$ cat src/rtl/control_sequencer_if.sv
// Control sequencer <-> datapath bundle: IR contents and memory handshake in,
// register-transfer strobes out.
interface control_sequencer_if;
  logic [31:0] ir;
  logic        mem_ready;
  logic        PCout, MARin, IncPC;
  logic        memRead, MDRin, MDRout, IRin;
  logic        Yin, Zin, Zlowout, Zhighout, LOin, HIin;
  logic [15:0] Rin;
  logic [15:0] Rout;
  logic [4:0]  alu_op;
  logic        run;
  logic        illegal;

  modport master (
    input  ir, mem_ready,
    output PCout, MARin, IncPC, memRead, MDRin, MDRout, IRin,
           Yin, Zin, Zlowout, Zhighout, LOin, HIin,
           Rin, Rout, alu_op, run, illegal
  );

  modport slave (
    output ir, mem_ready,
    input  PCout, MARin, IncPC, memRead, MDRin, MDRout, IRin,
           Yin, Zin, Zlowout, Zhighout, LOin, HIin,
           Rin, Rout, alu_op, run, illegal
  );
endinterface

$ cat src/rtl/control_sequencer.sv
// Hard-wired control unit: fetch T0-T2, execute T3-T6, one step per clock.
// Decodes reg-reg ALU ops, MUL, NOP and HALT from the instruction register.
module control_sequencer #(
  parameter bit MUL_EN = 1'b1
) (
  input logic                  clock,
  input logic                  clear,
  control_sequencer_if.master  bus
);

  localparam logic [4:0] OP_ADD  = 5'b00011;
  localparam logic [4:0] OP_SUB  = 5'b00100;
  localparam logic [4:0] OP_AND  = 5'b01010;
  localparam logic [4:0] OP_OR   = 5'b01011;
  localparam logic [4:0] OP_MUL  = 5'b01111;
  localparam logic [4:0] OP_NOP  = 5'b11010;
  localparam logic [4:0] OP_HALT = 5'b11011;

  typedef enum logic [3:0] {
    S_RST, S_T0, S_T1, S_T2, S_T3, S_T4, S_T5, S_T6, S_HALT
  } state_t;

  state_t state_q, state_d;

  logic [4:0] opcode;
  logic [3:0] ra, rb, rc;
  logic       is_alu, is_mul, is_nop, is_halt;
  logic       unused_ir_bits;

  assign opcode         = bus.ir[31:27];
  assign ra             = bus.ir[26:23];
  assign rb             = bus.ir[22:19];
  assign rc             = bus.ir[18:15];
  assign unused_ir_bits = ^bus.ir[14:0];

  assign is_alu  = (opcode == OP_ADD) || (opcode == OP_SUB) ||
                   (opcode == OP_AND) || (opcode == OP_OR);
  assign is_mul  = MUL_EN && (opcode == OP_MUL);
  assign is_nop  = (opcode == OP_NOP);
  assign is_halt = (opcode == OP_HALT);

  // Step sequencing: fetch, memory stall in T1, then opcode-dependent execute.
  always_comb begin
    state_d = state_q;
    case (state_q)
      S_RST:  state_d = S_T0;
      S_T0:   state_d = S_T1;
      S_T1:   if (bus.mem_ready) state_d = S_T2;
      S_T2:   state_d = S_T3;
      S_T3: begin
        if (is_alu || is_mul) state_d = S_T4;
        else if (is_halt)     state_d = S_HALT;
        else                  state_d = S_T0;  // NOP and illegal opcodes
      end
      S_T4:   state_d = S_T5;
      S_T5:   state_d = is_mul ? S_T6 : S_T0;
      S_T6:   state_d = S_T0;
      S_HALT: state_d = S_HALT;
      default: state_d = S_RST;
    endcase
  end

  // State register with synchronous clear overriding every state, HALT included.
  always_ff @(posedge clock) begin
    if (clear) state_q <= S_RST;
    else       state_q <= state_d;
  end

  // Strobes decode from the current step and the live IR; IR loads on the
  // same edge that enters T3, so T3 strobes cannot be precomputed a cycle early.
  always_comb begin
    bus.PCout    = 1'b0;
    bus.MARin    = 1'b0;
    bus.IncPC    = 1'b0;
    bus.memRead  = 1'b0;
    bus.MDRin    = 1'b0;
    bus.MDRout   = 1'b0;
    bus.IRin     = 1'b0;
    bus.Yin      = 1'b0;
    bus.Zin      = 1'b0;
    bus.Zlowout  = 1'b0;
    bus.Zhighout = 1'b0;
    bus.LOin     = 1'b0;
    bus.HIin     = 1'b0;
    bus.Rin      = '0;
    bus.Rout     = '0;
    bus.alu_op   = '0;
    bus.run      = 1'b1;
    bus.illegal  = 1'b0;
    case (state_q)
      S_T0: begin
        bus.PCout = 1'b1;
        bus.MARin = 1'b1;
        bus.IncPC = 1'b1;
      end
      S_T1: begin
        bus.memRead = 1'b1;
        bus.MDRin   = 1'b1;
      end
      S_T2: begin
        bus.MDRout = 1'b1;
        bus.IRin   = 1'b1;
      end
      S_T3: begin
        if (is_alu || is_mul) begin
          bus.Rout = 16'h0001 << rb;
          bus.Yin  = 1'b1;
        end else if (!is_nop && !is_halt) begin
          bus.illegal = 1'b1;
        end
      end
      S_T4: begin
        bus.Rout   = 16'h0001 << rc;
        bus.Zin    = 1'b1;
        bus.alu_op = opcode;
      end
      S_T5: begin
        bus.Zlowout = 1'b1;
        if (is_mul) bus.LOin = 1'b1;
        else        bus.Rin  = 16'h0001 << ra;
      end
      S_T6: begin
        bus.Zhighout = 1'b1;
        bus.HIin     = 1'b1;
      end
      default: bus.run = 1'b0;  // RST and HALT
    endcase
  end

endmodule

$ cat src/flat_wrapper.sv
// flat-port wrapper written by rule: the top's interface ports become plain ports
module control_sequencer_flat 
#(
  parameter bit MUL_EN = 1'b1
)
  (clock, clear, bus_ir, bus_mem_ready, bus_PCout, bus_MARin, bus_IncPC, bus_memRead, bus_MDRin, bus_MDRout, bus_IRin, bus_Yin, bus_Zin, bus_Zlowout, bus_Zhighout, bus_LOin, bus_HIin, bus_Rin, bus_Rout, bus_alu_op, bus_run, bus_illegal);
  control_sequencer_if bus_i ();
  input logic clock;
  input logic clear;
  input wire logic [$bits(bus_i.ir)-1:0] bus_ir;
  input wire logic [$bits(bus_i.mem_ready)-1:0] bus_mem_ready;
  output wire logic [$bits(bus_i.PCout)-1:0] bus_PCout;
  output wire logic [$bits(bus_i.MARin)-1:0] bus_MARin;
  output wire logic [$bits(bus_i.IncPC)-1:0] bus_IncPC;
  output wire logic [$bits(bus_i.memRead)-1:0] bus_memRead;
  output wire logic [$bits(bus_i.MDRin)-1:0] bus_MDRin;
  output wire logic [$bits(bus_i.MDRout)-1:0] bus_MDRout;
  output wire logic [$bits(bus_i.IRin)-1:0] bus_IRin;
  output wire logic [$bits(bus_i.Yin)-1:0] bus_Yin;
  output wire logic [$bits(bus_i.Zin)-1:0] bus_Zin;
  output wire logic [$bits(bus_i.Zlowout)-1:0] bus_Zlowout;
  output wire logic [$bits(bus_i.Zhighout)-1:0] bus_Zhighout;
  output wire logic [$bits(bus_i.LOin)-1:0] bus_LOin;
  output wire logic [$bits(bus_i.HIin)-1:0] bus_HIin;
  output wire logic [$bits(bus_i.Rin)-1:0] bus_Rin;
  output wire logic [$bits(bus_i.Rout)-1:0] bus_Rout;
  output wire logic [$bits(bus_i.alu_op)-1:0] bus_alu_op;
  output wire logic [$bits(bus_i.run)-1:0] bus_run;
  output wire logic [$bits(bus_i.illegal)-1:0] bus_illegal;
  assign bus_i.ir = bus_ir;
  assign bus_i.mem_ready = bus_mem_ready;
  assign bus_PCout = bus_i.PCout;
  assign bus_MARin = bus_i.MARin;
  assign bus_IncPC = bus_i.IncPC;
  assign bus_memRead = bus_i.memRead;
  assign bus_MDRin = bus_i.MDRin;
  assign bus_MDRout = bus_i.MDRout;
  assign bus_IRin = bus_i.IRin;
  assign bus_Yin = bus_i.Yin;
  assign bus_Zin = bus_i.Zin;
  assign bus_Zlowout = bus_i.Zlowout;
  assign bus_Zhighout = bus_i.Zhighout;
  assign bus_LOin = bus_i.LOin;
  assign bus_HIin = bus_i.HIin;
  assign bus_Rin = bus_i.Rin;
  assign bus_Rout = bus_i.Rout;
  assign bus_alu_op = bus_i.alu_op;
  assign bus_run = bus_i.run;
  assign bus_illegal = bus_i.illegal;
  control_sequencer #(.MUL_EN(MUL_EN)) u_core (.clock(clock), .clear(clear), .bus(bus_i));
endmodule
$ cat config.mk
export PLATFORM = sky130hd
export DESIGN_NAME = control_sequencer_flat
export DESIGN_NICKNAME = d
export VERILOG_FILES = /design/src/rtl/control_sequencer_if.sv /design/src/rtl/control_sequencer.sv /design/src/flat_wrapper.sv
export SDC_FILE = /design/constraint.sdc
export NUM_CORES = 1
export LEC_CHECK = 0
export CORE_MARGIN = 2
export CORE_UTILIZATION = 32
export CTS_BUF_LIST = sky130_fd_sc_hd__clkbuf_8
export DETAILED_ROUTE_END_ITERATION = 12
export PLACE_DENSITY = 0.9
export SYNTH_ARGS = -nofsm -noshare
export SYNTH_HDL_FRONTEND = slang
export SYNTH_SLANG_ARGS = --single-unit
$ cat constraint.sdc
create_clock -name clock -period 4.8 [get_ports clock]
set_input_delay 0.48 -clock clock [delete_from_list [all_inputs] [get_ports clock]]
set_output_delay 0.48 -clock clock [all_outputs]
set_load 0.05 [all_outputs]
After elaboration in Yosys (flattened, before gate mapping)
Index checks and enable logic that the tools add are counted.
{ "totals": {"register_bits": 4, "out_inout_bits": 52, "elab_cells": 54} }
{ "op_classes": {"eq_ne": 16, "shifts": 3, "muxes": 24, "reduce_logical": 10} }
{ "op_table": {"columns": ["operator", "n"], "rows": [
  ["16-bit 2-to-1 mux", 3],
  ["1-bit by 4-bit << shifter with 16-bit output (first input constant)", 3],
  ["16-bit one-hot mux with 2 select lines", 1],
  ["4-bit one-hot mux with 8 select lines", 1],
  ["4-bit by 3-bit == test with 1-bit output (second input constant)", 4],
  ["5-bit by 4-bit == test with 1-bit output (second input constant)", 3],
  ["1-bit 2-to-1 mux", 14],
  ["4-bit 2-to-1 mux", 3],
  ["5-bit == test (second input constant)", 2],
  ["4-bit by 2-bit == test with 1-bit output (second input constant)", 2],
  ["7-bit OR reduction", 1],
  ["5-bit by 2-bit == test with 1-bit output (second input constant)", 1],
  ["5-bit by 3-bit == test with 1-bit output (second input constant)", 1],
  ["5-bit 2-to-1 mux", 1],
  ["4-bit by 1-bit == test with 1-bit output (second input constant)", 1],
  ["4-bit == test (second input constant)", 1],
  ["4-bit logical NOT", 1],
  ["1-bit logical OR", 4],
  ["3-bit 2-to-1 mux", 1],
  ["1-bit logical NOT", 2],
  ["2-bit != test (second input constant)", 1],
  ["2-bit OR reduction", 1],
  ["1-bit logical AND", 1]
]} }

Longest topological paths before layout
{ "depth": {"word_depth": 7, "depth_mapped": 6, "mapped_depth_nobuf": 4} }

Worst setup path after synthesis
No wires, ideal clock.
{ "synth_timing": {"path_type": "input-to-output", "from": "input port bus_ir[28]", "to": "output port bus_Rout[1]", "t_arrival_ns": 3.279, "required_ns": 4.320, "path_slack_ns": 1.041, "cell_stages": 5, "path_cell_list": "or4b_1 -> o211a_1 -> or3_1 -> buf_6 -> o41ai_1"} }
{ "synth_via": {"elab_chain_len": 7, "elab_cells_between_ends": 11, "cone_classes": "eq/ne (5); mux (2); reduce/logical (4)"} }
{ "synth_lines": {"columns": ["item", "line", "rtl"], "rows": [
  ["start, declared", "flat_wrapper.sv:10", "input wire logic [$bits(bus_i.ir)-1:0] bus_ir;"],
  ["5-bit by 2-bit == test with 1-bit output or 5-bit by 3-bit == test with 1-bit output (tied branches)", "control_sequencer.sv:36", "assign is_alu = (opcode == OP_ADD) || (opcode == OP_SUB) ||"],
  ["1-bit logical OR (2 in series)", "control_sequencer.sv:36", null],
  ["1-bit logical OR", "control_sequencer.sv:37", "(opcode == OP_AND) || (opcode == OP_OR);"],
  ["1-bit logical OR (*)", "control_sequencer.sv:105", "if (is_alu || is_mul) begin"],
  ["16-bit 2-to-1 mux (*)", "control_sequencer.sv:105", null],
  ["16-bit one-hot mux with 2 select lines (*)", "control_sequencer.sv:90", "case (state_q)"],
  ["end, declared", "flat_wrapper.sv:26", "output wire logic [$bits(bus_i.Rout)-1:0] bus_Rout;"]
]} }
Mark *: on every way between the ends. The rest lies on a longest branch, timed or not.

Worst setup path in the final report
{ "layout_timing": {"from": "input port bus_ir[28]", "to": "output port bus_Rout[8]"} }
The elaborated chain is that of the path after synthesis.

==> flow_summary.toml <==
[global_route]
grt_usage_pct = 20.1
antenna_found_initial = 0
grt_pass1_vias = 1182
grt-ovfl-total = 0
grt_first_pass_wirelength_um = 5150
grt_max_degree = 19

[final_layout]
fillers = 214
final_nets = 234
drive_above_1_share_pct = 4.06
largest_reg_flops = 4
antenna_cells = 0
reg_top3 = "u_core.state_q (4)"
final_cells = 227
syn2layout_area_growth_pct = 83.8
largest-register = "u_core.state_q"

[synthesis]
synth.yosys.seq_area_share_pct = 9.41
syn_area_um2 = 851
synth-async-reset-ratio_pct = 0
synth_edf_count = 0
ys_warn_count = 0
synth_cells = 134
syn_nets = 169
synth-main-ff-cell = "dfxtp_1"
ys_ff_latch = 4
ys_types = 38
avgSynthCellArea_um2 = 6.35

[route]
drc = 0
wl_um = 3110
routed_via_density = 5.52
first_pass_iters = 4
antenna_left = 0
first_iter_violations = 35
wl_per_cell_um = 13.7
num_vias = 1253

[clock_tree]
cts_resized = 0
htreeDepth = 1
clk-insertion-delay-late_ns = 0.22
cts_sinks = 4
cts_tree = "done"
cts_buffer_depth = 2
numCtsBuffers = 3
cts_hold_buf = 0
cts_root_buf = "clkbuf_8"
cts_setup_buffers = 0
path_clk_slew_ns = 0.03

[worst_hold_path]
hold_path_class = "reg2reg"

[place]
gp_congestion = 0.811
io_buffers = 71
post-place-ws_ns = 0.747
dp_hpwl_um = 2400
placedCellCount = 224

[floorplan]
die_w_um = 55.6
dieHeight_um = 55.6
dieArea_um2 = 3090
pin_count = 87
fp-row-count = 18
start_util_pct = 34.0
core_area_um2 = 2500

[timing]
fin_ws_ns = 0.755
rsz0062_at_grt = "false"
slew_violations = 0
fin_crit_sh_pct = 84.3
fin_crit_ns = 4.05
worst_pin_slew_ns = 0.567
fin_worst_skew_ns = 0.00266
tns_ns = 0
finalHoldViolCount = 0
finalSetupViolations = 0
slew_headroom_pct = 62.2
fmax_ghz = 0.247

[power_and_ir_drop]
cellPowerDensity_nw_per_um2 = 141
power.leakage_nw = 0.528
ir_worst_vdd_uv = 176

[job]
max_cap_viol_count = 0

[critical_path]
arrival_ns = 3.57
worstSetupStartpointType = "primary input"
crit_required_ns = 4.32
crit_path_end_kind = "output port"
worst-setup-path-type = "in2out"
critPathMaxFanout = 18

[outcome]
status = "finished clean"
cells by family (layout without fill, tap and decap cells):
logic type             after synthesis  in the layout  synth area share (%)
buffers and inverters               17             80                  12.1
flip-flops                           4              4                  9.41
AO/OA/AOI/OAI                       27             27                  22.9
XOR/XNOR                             1              1                  1.03
AND/OR/NAND/NOR                     85             85                  54.6
power breakdown:
group | total [mW] | switching (mW) | internal [mW]
sequential | 0.0431 | 0.00703 | 0.0360
clock | 0.0729 | 0.0193 | 0.0536
combinational | 0.105 | 0.0641 | 0.0409
final cells by class:
cell class | count | area [um^2] | share of cell area (%)
Inverter | 5 | 18.8 | 1.20
Timing Repair Buffer | 72 | 718 | 45.9
Clock buffer | 3 | 41.3 | 2.64
Multi-Input combinational cell | 113 | 668 | 42.7
Tap cell | 30 | 37.5 | 2.40
Sequential cell | 4 | 80.1 | 5.12
metal layers:
| layer | track usage, % | part of all wire (%) |
|---|---|---|
| met5 | 0 | 0 |
| met1 | 21.1 | 42 |
| met2 | 37.2 | 48 |
| met3 | 3.75 | 7.8 |
| met4 | 10.5 | 2.2 |
Yosys cell counts (3+ instances only):
| library cell | instances | area [um^2] |
|---|---|---|
| o31ai_1 | 8 | 60.1 |
| nand2_1 | 16 | 60.1 |
| and2_1 | 4 | 25.0 |
| o41ai_1 | 5 | 43.8 |
| buf_4 | 5 | 37.5 |
| nor2_1 | 18 | 67.6 |
| dfxtp_1 | 4 | 80.1 |
| nor3_1 | 10 | 50.1 |
| nand3b_1 | 3 | 22.5 |
| or3_1 | 3 | 18.8 |
| o21ai_0 | 3 | 15.0 |
| inv_1 | 5 | 18.8 |
| nand3_1 | 4 | 20.0 |
| nand2b_1 | 10 | 62.6 |
| a21oi_1 | 3 | 15.0 |
| nor2b_1 | 3 | 18.8 |
| clkbuf_1 | 4 | 15.0 |
worst max-delay path, stage by stage:
cell             delay (ns)
clkdlybuf4s50_1        0.49
or4b_1                 0.55
o211a_1                0.15
or3_1                  0.60
o41ai_1                0.43
clkdlybuf4s50_1        0.87
worst paths after layout:
kind	start	endpoint	slack [ns]	depth (start not counted)
max reg2reg	u_core.state_q[2]	u_core.state_q[2]	2.84	3
min	u_core.state_q[3]	u_core.state_q[1]	0.62	1
max	bus_ir[28]	bus_Rout[8]	0.75	6
min reg2reg	u_core.state_q[3]	u_core.state_q[1]	0.62	1
metrics by stage:
stage	instance area, um^2	power (mW)	utilization [%]	hold slack (ns)
after floorplan	851	0.107	-	0.553
after global placement	1520	0.144	60.9	0.585
after detailed placement	1520	0.148	60.9	0.606
after CTS	1560	0.222	62.6	0.617
after global routing	1560	0.230	62.6	0.633
final	1560	0.221	62.6	0.616
cell usage in the layout (no fill, tap or decap), types with 2 or more instances in the layout:
master           synthesis  layout
a21oi_1                  3       3
a31oi_1                  2       2
and2_1                   4       4
and3_1                   2       2
clkbuf_8                 0       3
clkdlybuf4s50_1          0      71
dfxtp_1                  4       4
inv_1                    5       5
nand2_1                 16      16
nand2b_1                10      10
nand3_1                  4       4
nand3b_1                 3       3
nor2_1                  18      18
nor2b_1                  3       3
nor3_1                  10      10
nor3b_1                  2       2
o21ai_0                  3       3
o31ai_1                  8       8
o41ai_1                  5       5
or3_1                    3       3
or3b_2                   2       2
or4b_1                   2       2
Note: power is estimated with default switching activity, not from simulation.
